## config.mk

```make
export PLATFORM = sky130hd
export DESIGN_NAME = qsys_lights_out_flat
export DESIGN_NICKNAME = d
export VERILOG_FILES = /design/src/rtl/qsys_lights_out_if.sv /design/src/rtl/qsys_lights_out.sv /design/src/flat_wrapper.sv
export SDC_FILE = /design/constraint.sdc
export NUM_CORES = 1
export LEC_CHECK = 0
export ABC_AREA = 1
export BUFFER_PORTS_ARGS = -buffer_cell sky130_fd_sc_hd__buf_4
export CAP_MARGIN = 20
export CORE_UTILIZATION = 63
export CTS_CLUSTER_SIZE = 8
export DETAILED_ROUTE_END_ITERATION = 6
export GPL_ROUTABILITY_DRIVEN = 0
export PLACE_DENSITY = 0.91
export SLEW_MARGIN = 40
export SYNTH_ARGS = -nofsm -noshare
export SYNTH_HDL_FRONTEND = slang
export SYNTH_SLANG_ARGS = --single-unit
```

## constraint.sdc

```tcl
create_clock -name clk -period 4.5 [get_ports clk]
set_input_delay 0.9 -clock clk [delete_from_list [all_inputs] [get_ports clk]]
set_output_delay 0.9 -clock clk [all_outputs]
set_load 0.01 [all_outputs]
```

## src/rtl/qsys_lights_out_if.sv

```systemverilog
// Avalon-MM slave bus bundle for the lamp output port.
// The master drives address/strobes/data; the slave returns registered readdata.
interface qsys_lights_out_if;
  logic [2:0]  address;
  logic        chipselect;
  logic        write_n;
  logic [31:0] writedata;
  logic [31:0] readdata;

  modport master (
    output address,
    output chipselect,
    output write_n,
    output writedata,
    input  readdata
  );

  modport slave (
    input  address,
    input  chipselect,
    input  write_n,
    input  writedata,
    output readdata
  );
endinterface

```

## src/rtl/qsys_lights_out.sv

```systemverilog
// Lamp output port: set/clear data register, hardware blink generator
// toggling masked bits at a programmable half-period, and a tick interrupt.
module qsys_lights_out #(
  parameter int          WIDTH       = 8,
  parameter logic [31:0] RESET_VALUE = 32'h0,
  parameter int          COUNT_WIDTH = 32
) (
  input  logic             clk,
  input  logic             reset_n,
  qsys_lights_out_if.slave bus,
  output logic [WIDTH-1:0] out_port,
  output logic             irq
);

  localparam logic [WIDTH-1:0] RST_DATA = RESET_VALUE[WIDTH-1:0];

  logic [WIDTH-1:0]       data_reg,   data_next;
  logic [WIDTH-1:0]       mask_reg,   mask_next;
  logic [COUNT_WIDTH-1:0] period_reg, period_next;
  logic [COUNT_WIDTH-1:0] count_reg,  count_next;
  logic                   phase_reg,  phase_next;
  logic                   tick_reg,   tick_next;
  logic                   irq_en_reg, irq_en_next;
  logic [31:0]            readdata_reg, readdata_next;
  logic [WIDTH-1:0]       out_reg,    out_next;

  logic wr;
  logic wr_data, wr_mask, wr_period, wr_status, wr_set, wr_clr;
  logic tick_set;
  logic [31:0] data_ext, mask_ext, period_ext, count_ext;
  logic unused_bits;

  assign wr        = bus.chipselect & ~bus.write_n;
  assign wr_data   = wr && (bus.address == 3'd0);
  assign wr_mask   = wr && (bus.address == 3'd1);
  assign wr_period = wr && (bus.address == 3'd2);
  assign wr_status = wr && (bus.address == 3'd3);
  assign wr_set    = wr && (bus.address == 3'd4);
  assign wr_clr    = wr && (bus.address == 3'd5);

  assign unused_bits = ^bus.writedata;

  always_comb begin
    data_next   = data_reg;
    mask_next   = mask_reg;
    period_next = period_reg;
    irq_en_next = irq_en_reg;
    if (wr_data)
      data_next = bus.writedata[WIDTH-1:0];
    else if (wr_set)
      data_next = data_reg | bus.writedata[WIDTH-1:0];
    else if (wr_clr)
      data_next = data_reg & ~bus.writedata[WIDTH-1:0];
    if (wr_mask)
      mask_next = bus.writedata[WIDTH-1:0];
    if (wr_period)
      period_next = bus.writedata[COUNT_WIDTH-1:0];
    if (wr_status)
      irq_en_next = bus.writedata[1];
  end

  // A PERIOD write restarts the blink cleanly and suppresses any wrap on that edge.
  always_comb begin
    count_next = count_reg;
    phase_next = phase_reg;
    tick_set   = 1'b0;
    if (wr_period) begin
      count_next = '0;
      phase_next = 1'b0;
    end else if (period_reg == '0) begin
      count_next = '0;
      phase_next = 1'b0;
    end else if (count_reg == period_reg - COUNT_WIDTH'(1)) begin
      count_next = '0;
      phase_next = ~phase_reg;
      tick_set   = 1'b1;
    end else begin
      count_next = count_reg + COUNT_WIDTH'(1);
    end
    tick_next = tick_set | (tick_reg & ~wr_status);
  end

  always_comb begin
    data_ext   = '0;
    mask_ext   = '0;
    period_ext = '0;
    count_ext  = '0;
    data_ext[WIDTH-1:0]         = data_reg;
    mask_ext[WIDTH-1:0]         = mask_reg;
    period_ext[COUNT_WIDTH-1:0] = period_reg;
    count_ext[COUNT_WIDTH-1:0]  = count_reg;
  end

  always_comb begin
    readdata_next = '0;
    case (bus.address)
      3'd0:    readdata_next = data_ext;
      3'd1:    readdata_next = mask_ext;
      3'd2:    readdata_next = period_ext;
      3'd3:    readdata_next = {29'b0, phase_reg, irq_en_reg, tick_reg};
      3'd6:    readdata_next = count_ext;
      default: readdata_next = '0;
    endcase
  end

  genvar gi;
  generate
    for (gi = 0; gi < WIDTH; gi++) begin : g_out
      assign out_next[gi] = data_reg[gi] ^ (mask_reg[gi] & phase_reg);
    end
  endgenerate

  always_ff @(posedge clk or negedge reset_n) begin
    if (!reset_n) begin
      data_reg     <= RST_DATA;
      mask_reg     <= '0;
      period_reg   <= '0;
      count_reg    <= '0;
      phase_reg    <= 1'b0;
      tick_reg     <= 1'b0;
      irq_en_reg   <= 1'b0;
      readdata_reg <= '0;
      out_reg      <= RST_DATA;
    end else begin
      data_reg     <= data_next;
      mask_reg     <= mask_next;
      period_reg   <= period_next;
      count_reg    <= count_next;
      phase_reg    <= phase_next;
      tick_reg     <= tick_next;
      irq_en_reg   <= irq_en_next;
      readdata_reg <= readdata_next;
      out_reg      <= out_next;
    end
  end

  assign bus.readdata = readdata_reg;
  assign out_port     = out_reg;
  assign irq          = tick_reg & irq_en_reg;

endmodule

```

## src/flat_wrapper.sv

```systemverilog
// flat-port wrapper written by rule: the top's interface ports become plain ports
module qsys_lights_out_flat 
#(
  parameter int          WIDTH       = 8,
  parameter logic [31:0] RESET_VALUE = 32'h0,
  parameter int          COUNT_WIDTH = 32
)
  (clk, reset_n, out_port, irq, bus_address, bus_chipselect, bus_write_n, bus_writedata, bus_readdata);
  qsys_lights_out_if bus_i ();
  input  logic clk;
  input  logic reset_n;
  output logic [WIDTH-1:0] out_port;
  output logic irq;
  input wire logic [$bits(bus_i.address)-1:0] bus_address;
  input wire logic [$bits(bus_i.chipselect)-1:0] bus_chipselect;
  input wire logic [$bits(bus_i.write_n)-1:0] bus_write_n;
  input wire logic [$bits(bus_i.writedata)-1:0] bus_writedata;
  output wire logic [$bits(bus_i.readdata)-1:0] bus_readdata;
  assign bus_i.address = bus_address;
  assign bus_i.chipselect = bus_chipselect;
  assign bus_i.write_n = bus_write_n;
  assign bus_i.writedata = bus_writedata;
  assign bus_readdata = bus_i.readdata;
  qsys_lights_out #(.WIDTH(WIDTH), .RESET_VALUE(RESET_VALUE), .COUNT_WIDTH(COUNT_WIDTH)) u_core (.clk(clk), .reset_n(reset_n), .bus(bus_i), .out_port(out_port), .irq(irq));
endmodule
```

==> flow_metrics.tcl, run 1 <==
set metrics [dict create \
    status "complete, no violations" \
    post_synth_num_cell_types 36 \
    io-pin-count 80 \
    n_fill_cell 698 \
    clk_latency_ps 530 \
    synth_area_per_cell_sq_um 7.75 \
    remaining_drc_errors 0 \
    antenna_found_initial 0 \
    overflow 0 \
    peakVddDrop_mv 0.368 \
    synthTopCellsByArea "dfrtp_1 (46%), nand2_1 (11%), nor2_1 (7.4%), inv_1 (6.0%), xor2_1 (5.5%)" \
    yosysMostFrequentCell "nand2_1" \
    skew_ps 7.66 \
    post-route-period-util_pct 64.7 \
    grt_pass1_wl_um 29200 \
    synth_top_area_share_pct 46.1 \
    crit_slowest_cell "dfrtp_1" \
    cts_hold_buf 0 \
    path_max_fanout 32 \
    die_y_um 105 \
    clkTransAtPathRegs_ps 60 \
    start_util_pct 65.0 \
    path_cells "inv_1 > ha_1 > nand2_2 > nor2_2 > nand2_1 > inv_2 > nand3_1 > nand3_1 > nand2_1 > nor2_1 > nand2_1 > nor2_2 > nand2_2 > nand2_4 > nor2_1" \
    cts_root_buf "clkbuf_8" \
    critPathRequiredTime_ps 4890 \
    final-max-slew-violation-count 0 \
    cpMostUsedCell "nand2_1" \
    critPathKind "flip-flop to flip-flop" \
    clkSinkCount 123 \
    reg2reg_slack_ps 1590 \
    tns_ps 0 \
    synth_seq_cells 123 \
    totalWireLength_um 17800 \
    core.rowCount 37 \
    drt_iter0_markers 599 \
    period_needed_ps 2910 \
    cts-htree-levels 4 \
    worstReg2RegEnd "u_core.count_ext[27]" \
    post-place-ws_ps 1270 \
    portBuffers 79 \
    powerDensity_nw_per_um2 443 \
    worst_ep_arrival_time_ps 3300 \
    cts_resized 0 \
    max_freq_mhz 343 \
    cap_viol_max_count 0 \
    syn_nets 903 \
    seq_area_frac_synth_pct 46.1 \
    via_per_inst 5.83 \
    cts_buffer_depth 2 \
    slowest_delay_ps 390 \
    diodes 0 \
    tritoncts "done" \
    drive_above_1_share_pct 15.0 \
    finalSetupViolations 0 \
    r2r-start "u_core.period_ext[0]" \
    rsz0062_at_grt "no" \
    start_kind "flip-flop" \
    synth_edf_count 0 \
    netlist_instances 862 \
    grt_util_all_layers_pct 34.3 \
    synth_flop_cell "dfrtp_1" \
    synthTopCellsByCount "nand2_1 (191), nor2_1 (132), dfrtp_1 (123)" \
    post_cts_buffers 0 \
    cp-end-kind "flip-flop" \
    rr_worst_depth 15 \
    dieArea_sq_um 11000 \
    relSlewSlack_pct 48.9 \
    synth-async-reset-ratio_pct 100 \
    synth_area_leader_cell "dfrtp_1" \
    hold_viol 0 \
    hold-worst-slack_ps 345 \
    hp-class "primary input to async pin" \
    power_mw 3.52 \
    yosysWarnings 0 \
    hpwl_um 12200 \
    syn_area_sq_um 6680 \
    grt_max_degree 65 \
    grt_pass1_vias 6185 \
    vias 6359 \
    ant_nets 0 \
    drtPass1Iterations 5 \
    syn_to_final_growth_pct 19.0 \
    cp-endpoint "u_core.count_ext[27]" \
    max_slew.worst_pin.slew_ps 762 \
    routedWlPerCell_um 16.3 \
    setup_ws_ps 1590 \
    core_sq_um 10300 \
    startpoint "u_core.period_ext[0]" \
    die_w_um 105 \
    leakage_nw 3.75 \
    numCtsBuffers 17 \
    nets 984 \
]
## power breakdown
| part | internal (mW) | switching, mW | total [mW] |
|---|---|---|---|
| clock network | 0.910 | 0.470 | 1.38 |
| logic | 0.285 | 0.409 | 0.694 |
| registers | 1.26 | 0.181 | 1.44 |
| total | 2.46 | 1.06 | 3.52 |
## per-layer routing
| metal | global-route usage, % | share of wire, % |
|---|---|---|
| met1 | 44.4 | 40 |
| met2 | 55.8 | 48 |
| met4 | 14.7 | 3.0 |
| met3 | 7.42 | 8.7 |
| met5 | 0 | 0 |
## cells in the final DEF (no fill, tap or decap), types with 3 or more instances in the layout
master     synthesis  layout
nand2_2            5       6
clkbuf_16          0      16
nor3_1            16      15
nand4_1           18      18
a221oi_1           3       3
a21oi_1           33      33
nand3b_1           4       4
o21ai_0           39      39
o21bai_1           3       3
nor2_2            21      21
xnor2_1           16      16
bufinv_16          0       4
nand2_1          191     190
o2111ai_1          4       4
clkbuf_1          16       6
xor2_1            42      42
inv_1            107     106
nor2_1           132     132
o22ai_1           26      26
o211ai_1           3       3
nand3_1           40      40
dfrtp_1          123     123
buf_4              0      83
## how the worst min path moves through the flow
stage                       start                 end  cells after the start
2_1_floorplan           flip-flop  u_core.out_port[0]                      1
6_report                  reset_n  u_core.out_port[6]                      1
5_1_grt                   reset_n           async pin                      1
3_5_place_dp   u_core.mask_reg[6]  u_core.mask_reg[6]                      2
4_1_cts                   reset_n  u_core.out_port[6]                      1
3_3_place_gp   u_core.mask_reg[2]  u_core.mask_reg[2]                      2
## cells by family (layout without fill, tap and decap cells)
logic type	count (synthesis)	count (layout)	share of synthesized area, %
AOI/OAI and AO/OA	113	113	9.63
buffers and inverters	130	223	7.96
DFF	123	123	46.1
xor gates and xnor gates	59	59	7.94
and+or+nand+nor	435	435	28.0
adders and majority gates	2	2	0.375
## layout make-up
| cell class | instances | area, sq um | share of cell area, % |
|---|---|---|---|
| multi-input combinational | 609 | 3080 | 38.7 |
| timing repair buffer | 83 | 623 | 7.84 |
| clock inverter | 7 | 140 | 1.76 |
| tap | 136 | 170 | 2.14 |
| sequential | 123 | 3080 | 38.7 |
| clock buffer | 24 | 450 | 5.67 |
| inverter | 109 | 409 | 5.15 |
## metrics by stage
| stage | instance area (sq um) | instances | util (%) |
|---|---|---|---|
| after floorplan | 6680 | 862 | - |
| after global placement | 7350 | 1060 | 71.5 |
| after detailed placement | 7350 | 1060 | 71.5 |
| after CTS | 7940 | 1091 | 77.3 |
| after global routing | 7950 | 1091 | 77.3 |
| final | 7950 | 1091 | 77.3 |
## worst max-delay path: cells and delay by family (launching register included)
kind	cells	cell delay (ps)
fa+ha+maj	1	280
simple gates	12	1820
buf+inv	2	280
flops	1	390
No activity file was read; power rests on OpenSTA's default activity.
==> inputs of run 2 (changes only) <==
- CORE_UTILIZATION: 63 -> 59
- PLACE_DENSITY: 0.91 -> 0.87
- clock period: 4.5 -> 2.8 ns (I/O delays scaled with it)
==> run 2 against run 1 <==
Effect of this change:
- worst setup slack worse by 1300 ps
- clock skew is 0.86 ps lower
- die area up 6.6%
- register-to-register slack got worse by 1300 ps
- cell count rose by 1.0%
- cell area rose by 1.2%
- core utilization shrank 3.8 points
- count of clock-buffer cells in the layout stayed put
- flip-flop and latch count is the same
- critical path type unchanged
==> flow_metrics.tcl, run 2 (same netlist as run 1, synthesis figures left out) <==
set metrics [dict create \
    reg2reg_slack_ps 250 \
    rr_worst_depth 16 \
    grt_pass1_wl_um 29200 \
    max_slew.worst_pin.slew_ps 603 \
    cts_root_buf "clkbuf_16" \
    skew_ps 6.79 \
    drt_iter0_markers 546 \
    period_needed_ps 2550 \
    post-route-period-util_pct 91.0 \
    diodes 0 \
    post_cts_buffers 0 \
    cap_viol_max_count 0 \
    start_util_pct 61.1 \
    worstReg2RegEnd "u_core.count_ext[27]" \
    power_mw 5.71 \
    portBuffers 79 \
    critPathKind "flip-flop to flip-flop" \
    peakVddDrop_mv 0.516 \
    tritoncts "done" \
    totalWireLength_um 17700 \
    ant_nets 0 \
    numCtsBuffers 17 \
    final_cell_area_sq_um 8040 \
    max_freq_mhz 393 \
    drive_above_1_share_pct 15.8 \
    status "complete, no violations" \
    nets 991 \
    core_sq_um 10900 \
    grt_max_degree 65 \
    finalSetupViolations 0 \
    rsz0062_at_grt "no" \
    hp-class "primary input to async pin" \
    n_fill_cell 791 \
    clkSinkCount 123 \
    remaining_drc_errors 0 \
    grt_util_all_layers_pct 32.8 \
    overflow 0 \
    worst_ep_arrival_time_ps 2850 \
    fin_cells 1102 \
    routedWlPerCell_um 16.1 \
    cts-htree-levels 4 \
    post-place-cells 1071 \
    die_y_um 108 \
    r2r-start "u_core.period_ext[0]" \
    via_per_inst 5.65 \
    tns_ps 0 \
    final_cell_mix "nand2_1 (190), nor2_1 (131), dfrtp_1 (123)" \
    final-max-slew-violation-count 0 \
    io-pin-count 80 \
    grt_pass1_vias 6083 \
    powerDensity_nw_per_um2 710 \
    clk_latency_ps 420 \
    hold_viol 0 \
    cts_buffer_depth 2 \
    clkTransAtPathRegs_ps 50 \
    critPathRequiredTime_ps 3100 \
    antenna_found_initial 0 \
    mostFrequentLayoutCell "nand2_1" \
    utilization_pct 73.5 \
    cp-end-kind "flip-flop" \
    leakage_nw 3.81 \
    die_w_um 108 \
    syn_to_final_growth_pct 20.4 \
    path_max_fanout 32 \
    start_kind "flip-flop" \
    relSlewSlack_pct 59.8 \
    drtPass1Iterations 6 \
    core.rowCount 38 \
    hpwl_um 12500 \
    vias 6221 \
    dieArea_sq_um 11700 \
    place_area_sq_um 7420 \
]
[run 2: cell type report]
cell class | instances | area, sq um | share of cell area, %
clock buffers | 24 | 492 | 6.11
clock inverters | 7 | 113 | 1.40
inverters | 109 | 409 | 5.09
multi-input cells | 609 | 3090 | 38.4
flip-flops and latches | 123 | 3080 | 38.3
well taps | 140 | 175 | 2.18
repair buffers | 90 | 688 | 8.56
[run 2: per-stage QoR]
stage / setup WS, ps / hold WS (ps)
after floorplan: 636 / 264
after global placement: 258 / 491
after detailed placement: 145 / 496
after CTS: 105 / 59.2
after global routing: 35.5 / 74.6
final: 253 / 52.2
[run 2: routing by layer]
layer	vias up	track usage, %	part of all wire (%)
met5	-	0	0
met2	349	51.0	46
li1	2932	-	-
met1	2895	43.7	41
met4	0	14.2	2.3
met3	45	8.14	10
[run 2: where the power goes]
| group | total [mW] | switching [mW] | leakage, nW | internal [mW] |
|---|---|---|---|---|
| logic | 1.15 | 0.681 | 1.96 | 0.472 |
| registers | 2.31 | 0.282 | 1.56 | 2.03 |
| clock network | 2.25 | 0.765 | 0.296 | 1.48 |
[run 2: worst max-delay path, cell delays in order, from the launching register on]
cell and delay [ps]:
dfrtp_1 390, inv_1 170, ha_1 280, nand2_2 140, nor2_4 190, buf_4 140, nand2_2 70, nor2_1 130
nand2_1 70, nand3_1 80, nand2_1 60, nor2_1 80, nand2_1 70, nor2_2 110, nand2_2 110, nand2_8 240
nor2_1 80
[run 2: what timing repair did]
action / in CTS / in global routing
hold buffers: 0 / 0
setup endpoints to repair: 0 / 32
endpoints found under the hold margin: 0 / 0
resized for setup: 0 / 3
[run 2: worst max path at each step]
stage	from	end	slack (ps)	cells past startpoint
2_1_floorplan	u_core.period_ext[0]	u_core.count_ext[0]	640	16
3_3_place_gp	u_core.period_ext[0]	u_core.count_ext[27]	260	15
3_5_place_dp	u_core.period_ext[0]	u_core.count_ext[27]	140	15
4_1_cts	u_core.period_ext[0]	u_core.count_ext[8]	110	15
5_1_grt	u_core.period_ext[0]	u_core.count_ext[8]	40	16
6_report	u_core.period_ext[0]	u_core.count_ext[27]	250	16
==> inputs of run 3 (changes only) <==
- CORE_UTILIZATION: 59 -> 53
- PLACE_DENSITY: 0.87 -> 0.83
- clock period: 2.8 -> 2.15 ns (I/O delays scaled with it)
==> run 3 against run 2 <==
Effect of this change:
- the flow now finishes with violations (negative setup slack)
- via count is 7.7% higher
- flip-flop and latch count is the same
- critical endpoint unchanged
- clock power is 20% higher
- sequential share of layout area decreased by 3.2 points
- worst setup slack worse by 450 ps
- fmax grew 8.7%
- wire length up 13%
- largest power group unchanged
==> flow_metrics.tcl, run 3 (same netlist as run 1, synthesis figures left out) <==
set metrics [dict create \
    final_cell_mix "nand2_1 (180), buf_4 (140), dfrtp_1 (116)" \
    cp-end-kind "flip-flop" \
    grt_pass1_wl_um 31600 \
    worst_ep_arrival_time_ps 2640 \
    clk_latency_ps 410 \
    sw_frac_of_total_pct 31.9 \
    utilization_pct 72.3 \
    tritoncts "done" \
    start_util_pct 54.9 \
    drt_iter0_markers 642 \
    cts_hold_buf 0 \
    post-route-period-util_pct 109 \
    path_max_fanout 5 \
    pwr-share-comb_pct 26.6 \
    grt_max_degree 124 \
    finalSetupViolations 34 \
    peakVddDrop_mv 0.474 \
    syn_to_final_growth_pct 31.7 \
    core.rowCount 40 \
    grt_pass1_vias 6415 \
    hold-worst-slack_ps 116 \
    diodes 0 \
    max_slew.worst_pin.slew_ps 628 \
    die_y_um 114 \
    r2r-start "u_core.period_ext[5]" \
    overflow 0 \
    ant_nets 0 \
    portBuffers 79 \
    die_w_um 114 \
    rsz0062_at_grt "yes" \
    p_int_mw 5.27 \
    final-max-slew-violation-count 0 \
    core_sq_um 12200 \
    cap_viol_max_count 0 \
    path_cells "nor2_4 > nand2_1 > nor2_4 > buf_4 > nand4_1 > xor2_1 > nor2_1 > nand2_1 > nor2_2 > nand2_2 > nand2_4 > buf_6 > buf_4 > nor2_1" \
    nets 1055 \
    antenna_found_initial 0 \
    clkTransAtPathRegs_ps 50 \
    tns_ps -5190 \
    violations "negative setup slack" \
    status "finished with violations" \
    io-pin-count 80 \
    clkSinkCount 123 \
    setup_ws_ps -193 \
    mostFrequentLayoutCell "nand2_1" \
    numCtsBuffers 17 \
    hold_viol 0 \
    power_frac_seq_pct 38.6 \
    power_switching_mw 2.47 \
    cts_root_buf "clkbuf_16" \
    dieArea_sq_um 13100 \
    cts_buffer_depth 2 \
    relSlewSlack_pct 58.1 \
    cts-htree-levels 4 \
    leakage_nw 4.14 \
    drive_above_1_share_pct 26.3 \
    pwr-share-clk_pct 34.8 \
    grt_util_all_layers_pct 31.5 \
    max_freq_mhz 427 \
    critPathBufInv 3 \
    post-place-ws_ps -139 \
    crit_family "simple AND/OR/NAND/NOR gates" \
    routedWlPerCell_um 16.8 \
    remaining_drc_errors 0 \
    powerDensity_nw_per_um2 880 \
    critPathKind "flip-flop to flip-flop" \
    critPathRequiredTime_ps 2440 \
    start_kind "flip-flop" \
    slowest_delay_ps 460 \
    skew_ps 8.03 \
    vias 6703 \
    via_per_inst 5.61 \
    drtPass1Iterations 7 \
    totalWireLength_um 20100 \
    hp-class "primary input to async pin" \
    crit_slowest_cell "dfrtp_2" \
    period_needed_ps 2340 \
    startpoint "u_core.period_ext[5]" \
    hpwl_um 12600 \
]
-- run 3: cell count changes in the layout (fill, tap and decap cells not counted), moves of 8 or more --
cell     delta
nand2_1    -10
nor2_1     -25
nor2_2     +13
nand2_2     +8
nor2_4     +12
buf_6      +10
buf_4      +51
-- run 3: layer usage --
metal  vias to the layer above  track usage, %  wire length [um]
met5                         -               0                 0
met2                       416            48.6              9220
met3                        87            8.21              2010
met1                      3138            41.3              8080
li1                       3062               -                 -
met4                         0            15.2               752
-- run 3: worst reg2reg max path, stage by stage (launching register included) --
cell     delay (ps)
dfrtp_2         460
nor2_4          160
nand2_1         100
nor2_4          200
buf_4           150
nand4_1         130
xor2_1          170
nor2_1          130
nand2_1          80
nor2_2          150
nand2_2         100
nand2_4         110
buf_6           130
buf_4           120
nor2_1           50
-- run 3: final timing paths --
| kind | cells past startpoint | slack [ps] | endpoint |
|---|---|---|---|
| worst min register to register | 1 | 510 | u_core.out_port[0] |
| max in group asynchronous | 2 | 1560 | u_core.period_ext[7] |
| worst max register to register | 14 | -190 | u_core.count_ext[27] |
| worst max-delay path | 14 | -190 | u_core.count_ext[27] |
| min in group clk | 3 | 260 | u_core.period_ext[13] |
| worst min-delay path | 2 | 120 | u_core.bus.readdata[5] |
-- run 3: power groups by stage --
stage	logic [mW]	clock network [mW]	registers, mW
floorplan	0.969	0	2.95
global placement	1.72	0	2.95
detailed placement	1.76	0	2.96
CTS	1.90	2.70	2.96
global route	2.23	2.81	3.02
finish	2.06	2.69	2.99
-- run 3: layout make-up --
class                   count  area [sq um]
clock inverters             7          65.1
repair buffers            154          1250
clock buffers              24           492
well taps                 168           210
multi-input cells         609          3280
inverters                 109           412
flip-flops and latches    123          3090
fillers                   807          3370
-- run 3: what timing repair did --
action,in CTS,in global routing
pin swaps,20,15
setup buffers,11,1
resized for setup,47,36
setup endpoints to repair,33,34
cloned,1,0
-- run 3: metrics by stage --
step	total power, mW	cell area [sq um]	cells
finish	7.74	8790	1194
global route	8.06	8790	1194
CTS	7.55	8680	1193
detailed placement	4.72	7870	1151
global placement	4.67	7870	1151
floorplan	3.92	6680	862
